[config.mk]
export PLATFORM = sky130hd
export DESIGN_NAME = mash_nstage
export DESIGN_NICKNAME = d
export VERILOG_FILES = /design/src/rtl/mash_nstage.sv
export SDC_FILE = /design/constraint.sdc
export NUM_CORES = 1
export LEC_CHECK = 0
export ABC_AREA = 1
export ABC_CLOCK_PERIOD_IN_PS = 4140
export CORE_MARGIN = 5
export CORE_UTILIZATION = 54
export DETAILED_ROUTE_END_ITERATION = 12
export PLACE_DENSITY_LB_ADDON = 0.05
export REMOVE_ABC_BUFFERS = 1
export SYNTH_ARGS = -nofsm -noshare
export SYNTH_HDL_FRONTEND = slang
export SYNTH_SLANG_ARGS = --single-unit
[constraint.sdc]
create_clock -name aclk -period 4.14 [get_ports aclk]
set_input_delay 0.828 -clock aclk [delete_from_list [all_inputs] [get_ports aclk]]
set_output_delay 0.828 -clock aclk [all_outputs]
set_load 0.05 [all_outputs]
[src/rtl/mash_nstage.sv]
// Cascaded first-order error-feedback (MASH) sigma-delta modulator, 1..3 stages,
// with AXI-stream style in/out handshakes and optional LFSR dither on stage 1.
module mash_nstage #(
  parameter int WIDTH  = 16,
  parameter int ORDER  = 3,
  parameter int DITHER = 0,
  localparam int OUT_BW = ORDER + 1
) (
  input  logic              aclk,
  input  logic              arst_n,
  input  logic [WIDTH-1:0]  s_axis_data_tdata,
  input  logic              s_axis_data_tvalid,
  output logic              s_axis_data_tready,
  output logic [OUT_BW-1:0] m_axis_data_tdata,
  output logic [WIDTH-1:0]  m_axis_data_terror,
  output logic              m_axis_data_tvalid,
  input  logic              m_axis_data_tready
);

  if (ORDER < 1 || ORDER > 3) begin : g_bad_order
    $error("mash_nstage: ORDER must be 1..3");
  end
  if (WIDTH < 4 || WIDTH > 32) begin : g_bad_width
    $error("mash_nstage: WIDTH must be 4..32");
  end

  // Handshake: a sample is accepted when s_tvalid && s_tready; the output
  // register transfers when m_tvalid && m_tready; s_tready is free whenever
  // the output register is empty or draining this cycle.
  logic accept;
  logic dither;

  logic [WIDTH-1:0]  acc_q    [ORDER];
  logic [WIDTH-1:0]  acc_d    [ORDER];
  logic [WIDTH-1:0]  acc_next [ORDER];
  logic [2:0]        carry;
  logic              c2d1_q, c2d1_d;
  logic              c3d1_q, c3d1_d;
  logic              c3d2_q, c3d2_d;
  logic [3:0]        y_full;
  logic [OUT_BW-1:0] tdata_q, tdata_d;
  logic [WIDTH-1:0]  terror_q, terror_d;
  logic              tvalid_q, tvalid_d;

  assign s_axis_data_tready = !tvalid_q || m_axis_data_tready;
  assign accept             = s_axis_data_tvalid && s_axis_data_tready;

  // All stages ripple within one cycle; each feeds its new accumulator forward.
  always_comb begin
    logic [WIDTH:0]   sum;
    logic [WIDTH-1:0] stage_in;
    stage_in = s_axis_data_tdata;
    sum      = '0;
    carry    = '0;
    for (int k = 0; k < ORDER; k++) begin
      sum = {1'b0, stage_in} + {1'b0, acc_q[k]}
          + {{WIDTH{1'b0}}, ((k == 0) && dither)};
      carry[k]    = sum[WIDTH];
      acc_next[k] = sum[WIDTH-1:0];
      stage_in    = sum[WIDTH-1:0];
    end
  end

  // Noise-cancelling recombination in 4-bit two's complement (range -3..+4).
  always_comb begin
    y_full = {3'b0, carry[0]}
           + {3'b0, carry[1]} - {3'b0, c2d1_q}
           + {3'b0, carry[2]} - {2'b0, c3d1_q, 1'b0} + {3'b0, c3d2_q};
  end

  always_comb begin
    for (int k = 0; k < ORDER; k++) begin
      acc_d[k] = accept ? acc_next[k] : acc_q[k];
    end
    c2d1_d   = accept ? carry[1] : c2d1_q;
    c3d1_d   = accept ? carry[2] : c3d1_q;
    c3d2_d   = accept ? c3d1_q   : c3d2_q;
    tdata_d  = accept ? y_full[OUT_BW-1:0] : tdata_q;
    terror_d = accept ? acc_next[ORDER-1]  : terror_q;
    if (accept)                  tvalid_d = 1'b1;
    else if (m_axis_data_tready) tvalid_d = 1'b0;
    else                         tvalid_d = tvalid_q;
  end

  always_ff @(posedge aclk or negedge arst_n) begin
    if (!arst_n) begin
      acc_q    <= '{default: '0};
      c2d1_q   <= 1'b0;
      c3d1_q   <= 1'b0;
      c3d2_q   <= 1'b0;
      tdata_q  <= '0;
      terror_q <= '0;
      tvalid_q <= 1'b0;
    end else begin
      acc_q    <= acc_d;
      c2d1_q   <= c2d1_d;
      c3d1_q   <= c3d1_d;
      c3d2_q   <= c3d2_d;
      tdata_q  <= tdata_d;
      terror_q <= terror_d;
      tvalid_q <= tvalid_d;
    end
  end

  // 23-bit Fibonacci LFSR, x^23 + x^18 + 1; bit 0 is the stage-1 carry-in.
  if (DITHER != 0) begin : g_dither
    logic [22:0] lfsr_q, lfsr_d;
    always_comb begin
      lfsr_d = accept ? {lfsr_q[21:0], lfsr_q[22] ^ lfsr_q[17]} : lfsr_q;
    end
    always_ff @(posedge aclk or negedge arst_n) begin
      if (!arst_n) lfsr_q <= 23'd1;
      else         lfsr_q <= lfsr_d;
    end
    assign dither = lfsr_q[0];
  end else begin : g_no_dither
    assign dither = 1'b0;
  end

  assign m_axis_data_tdata  = tdata_q;
  assign m_axis_data_terror = terror_q;
  assign m_axis_data_tvalid = tvalid_q;

endmodule

==> run metrics <==
status finished, violations left; failing checks negative setup slack; achievable clock frequency between 0.2 and 0.25 GHz; register area share after synthesis 26.7%; Final Cell Area between 0.007 and 0.008 mm^2; initial drt markers between 200 and 300; # port buffers 41; largest net degree at the start of global routing 67; count of hold-fix buffers inserted at cts 0; # rows 36; Root Driver clkbuf_8; pre-CTS setup slack -1260 ps; crit end category flop; Final Hold Fails 0; final wirelength between 15 and 20 mm; Ant. Diodes 0; layout cells sized above 1 between 30 and 40%; worst skew pair latency around 330 ps; dpl cell area about 0.0065 mm^2; clk buf depth 2; CTS H-tree depth 2; number of synthesized flops with an enable pin 0; post-DP HPWL 10.2 mm; Initial Utilization around 55%; max-cap viol count 0; initial antenna violation count 0; core area between 0.009 and 0.01 mm^2; Clock Skew between 10 and 15 ps; GRT Total Usage approximately 26%; Post-synth top flop dfrtp_1; Die Y 108 um; final number of setup-violating endpoints 6; global-route wire length before repair roughly 25 mm; Max Slew Vio Count 0; crit path kind in2reg; Tcrit/Tclk final 111%; vias in the first global route roughly 5600; setup slack after layout -447 ps; total grt overflow 0; WP data arrival between 4000 and 5000 ps; gpl congestion 0.880; CTS tree done; Worst-Margin Slew approximately 950 ps; critical path's slowest cell fa_2; Cell Area, Synth ~0.0052 mm^2; # IOs 42; # DRC 0; CP Data Required Time 4350 ps; die width ~110 um; Final Net Count ~1000; min Tclk post-route approximately 4600 ps; post-route ant nets 0; post-DR wirelength/cell 15.1 um; Worst path most repeated cell nand2_2; Yosys reg bits 56; ys async rst share between 90% and 100%; hold slack around 500 ps; clk sink count 56; vias per inst roughly 5.2; Distinct cells, synth 30; worst rel slew slack between 30% and 40%; Inserted Clock Buffers 5; Crit path largest cell delay ~370 ps; Mean Syn Cell Area about 6.5 um^2; Mapped Cells ~810; DRT Pass-1 Iters 5; RSZ-0062 raised after global routing yes; startpoint types input port; vias 5736; crit path max fanout 4; Die ar. approximately 0.012 mm^2; Worst-path clk slew 110 ps; Synth warnings 0; Area Overhead vs Synth 48.1%; class of the worst hold path in2async
==> worst paths after layout <==
path / cells after the start / end / slack (ps) / start
setup / recovery: 31 / m_axis_data_tdata[2] / -450 / s_axis_data_tdata[0]
hold / removal: 1 / acc_q[9] / 500 / arst_n
setup reg to reg: 30 / m_axis_data_tdata[2] / -330 / acc_q[32]
hold reg to reg: 2 / acc_q[47] / 500 / acc_q[47]
max in group asynchronous: 2 / acc_q[38] / 2770 / arst_n
min in group aclk: 2 / acc_q[47] / 500 / acc_q[47]
==> Yosys cell counts (6+ instances only) <==
| library cell | count | area, um^2 |
|---|---|---|
| a21oi_1 | 31 | 155 |
| ha_1 | 55 | 688 |
| buf_4 | 16 | 120 |
| nand4_1 | 6 | 37.5 |
| inv_1 | 124 | 465 |
| nand3_1 | 51 | 255 |
| nor3_1 | 8 | 40.0 |
| buf_2 | 9 | 45.0 |
| dfrtp_1 | 56 | 1400 |
| xor2_1 | 11 | 96.3 |
| o21ai_0 | 9 | 45.0 |
| nor2_1 | 28 | 105 |
| and2_1 | 15 | 93.8 |
| nand2_1 | 354 | 1330 |
==> cell families (layout without fill, tap and decap cells) <==
group           Yosys count  after routing  share of synthesized area [%]
compound gates           44             44                           4.35
xor+xnor                 18             18                           3.30
fa+ha+maj                60             60                           15.0
buf+inv                 152            308                           12.3
flops                    56             56                           26.7
simple gates            481            481                           38.3
==> state kept, by name, indices dropped and copies added (netlist names) <==
signal	count
c3d1_q	1
acc_q	48
c3d2_q	1
m_axis_data_tdata	4
m_axis_data_tvalid	1
c2d1_q	1
==> placed cells by master, fill, tap and decap left out, drive strengths merged, types with 2 or more instances in the layout <==
master / netlist / routed
o21bai: 2 / 2
clkbuf: 2 / 10
clkdlybuf4s50: 0 / 26
nand4: 6 / 6
nand3b: 5 / 5
nand3: 53 / 53
clkinv: 0 / 2
or2: 6 / 6
nor3: 11 / 11
dfrtp: 56 / 56
xor2: 13 / 13
inv: 125 / 125
a21oi: 31 / 31
fa: 5 / 5
and2: 16 / 16
dlygate4sd2: 0 / 9
nand2: 356 / 356
buf: 25 / 136
nor2: 28 / 28
ha: 55 / 55
xnor2: 5 / 5
o21ai: 10 / 10
==> critical path, delay by kind of cell <==
kind,cells,cell delay (ps)
xor+xnor,2,320
buf+inv,7,680
fa+ha+maj,6,1490
compound gates,2,260
simple gates,14,1200
==> final cells by class <==
type                            count  area, um^2
Timing Repair Buffer              175        1400
Multi-Input combinational cell    603        4230
Clock buffer                        6        82.6
Tap cell                          133         166
Inverter                          125         469
Clock inverter                      2        10.0
Sequential cell                    56        1400
Fill cell                         616        1840
==> metal layers <==
metal,up-vias,track usage (%),wire length [um]
met2,168,47.1,8670
li1,2799,-,-
met3,57,2.93,617
met1,2712,31.8,6690
met5,-,0,0
met4,0,8.48,665
==> stage by stage <==
| step | setup TNS, ps | util, % | instances |
|---|---|---|---|
| floorplan | -1840 | - | 784 |
| global placement | -10510 | 67.5 | 1069 |
| detailed placement | -11600 | 67.5 | 1069 |
| CTS | -1380 | 74.9 | 1093 |
| global route | -2900 | 80.8 | 1100 |
| finish | -1790 | 80.8 | 1100 |
==> timing repair <==
item | in CTS | in global routing
resized for setup | 109 | 122
pin swaps | 45 | 45
buffers inserted | 18 | 7
endpoints found under the setup margin | 15 | 13
Power is not shown: default switching activity piles up to over one toggle a cycle in this logic, so the estimate is an artifact.
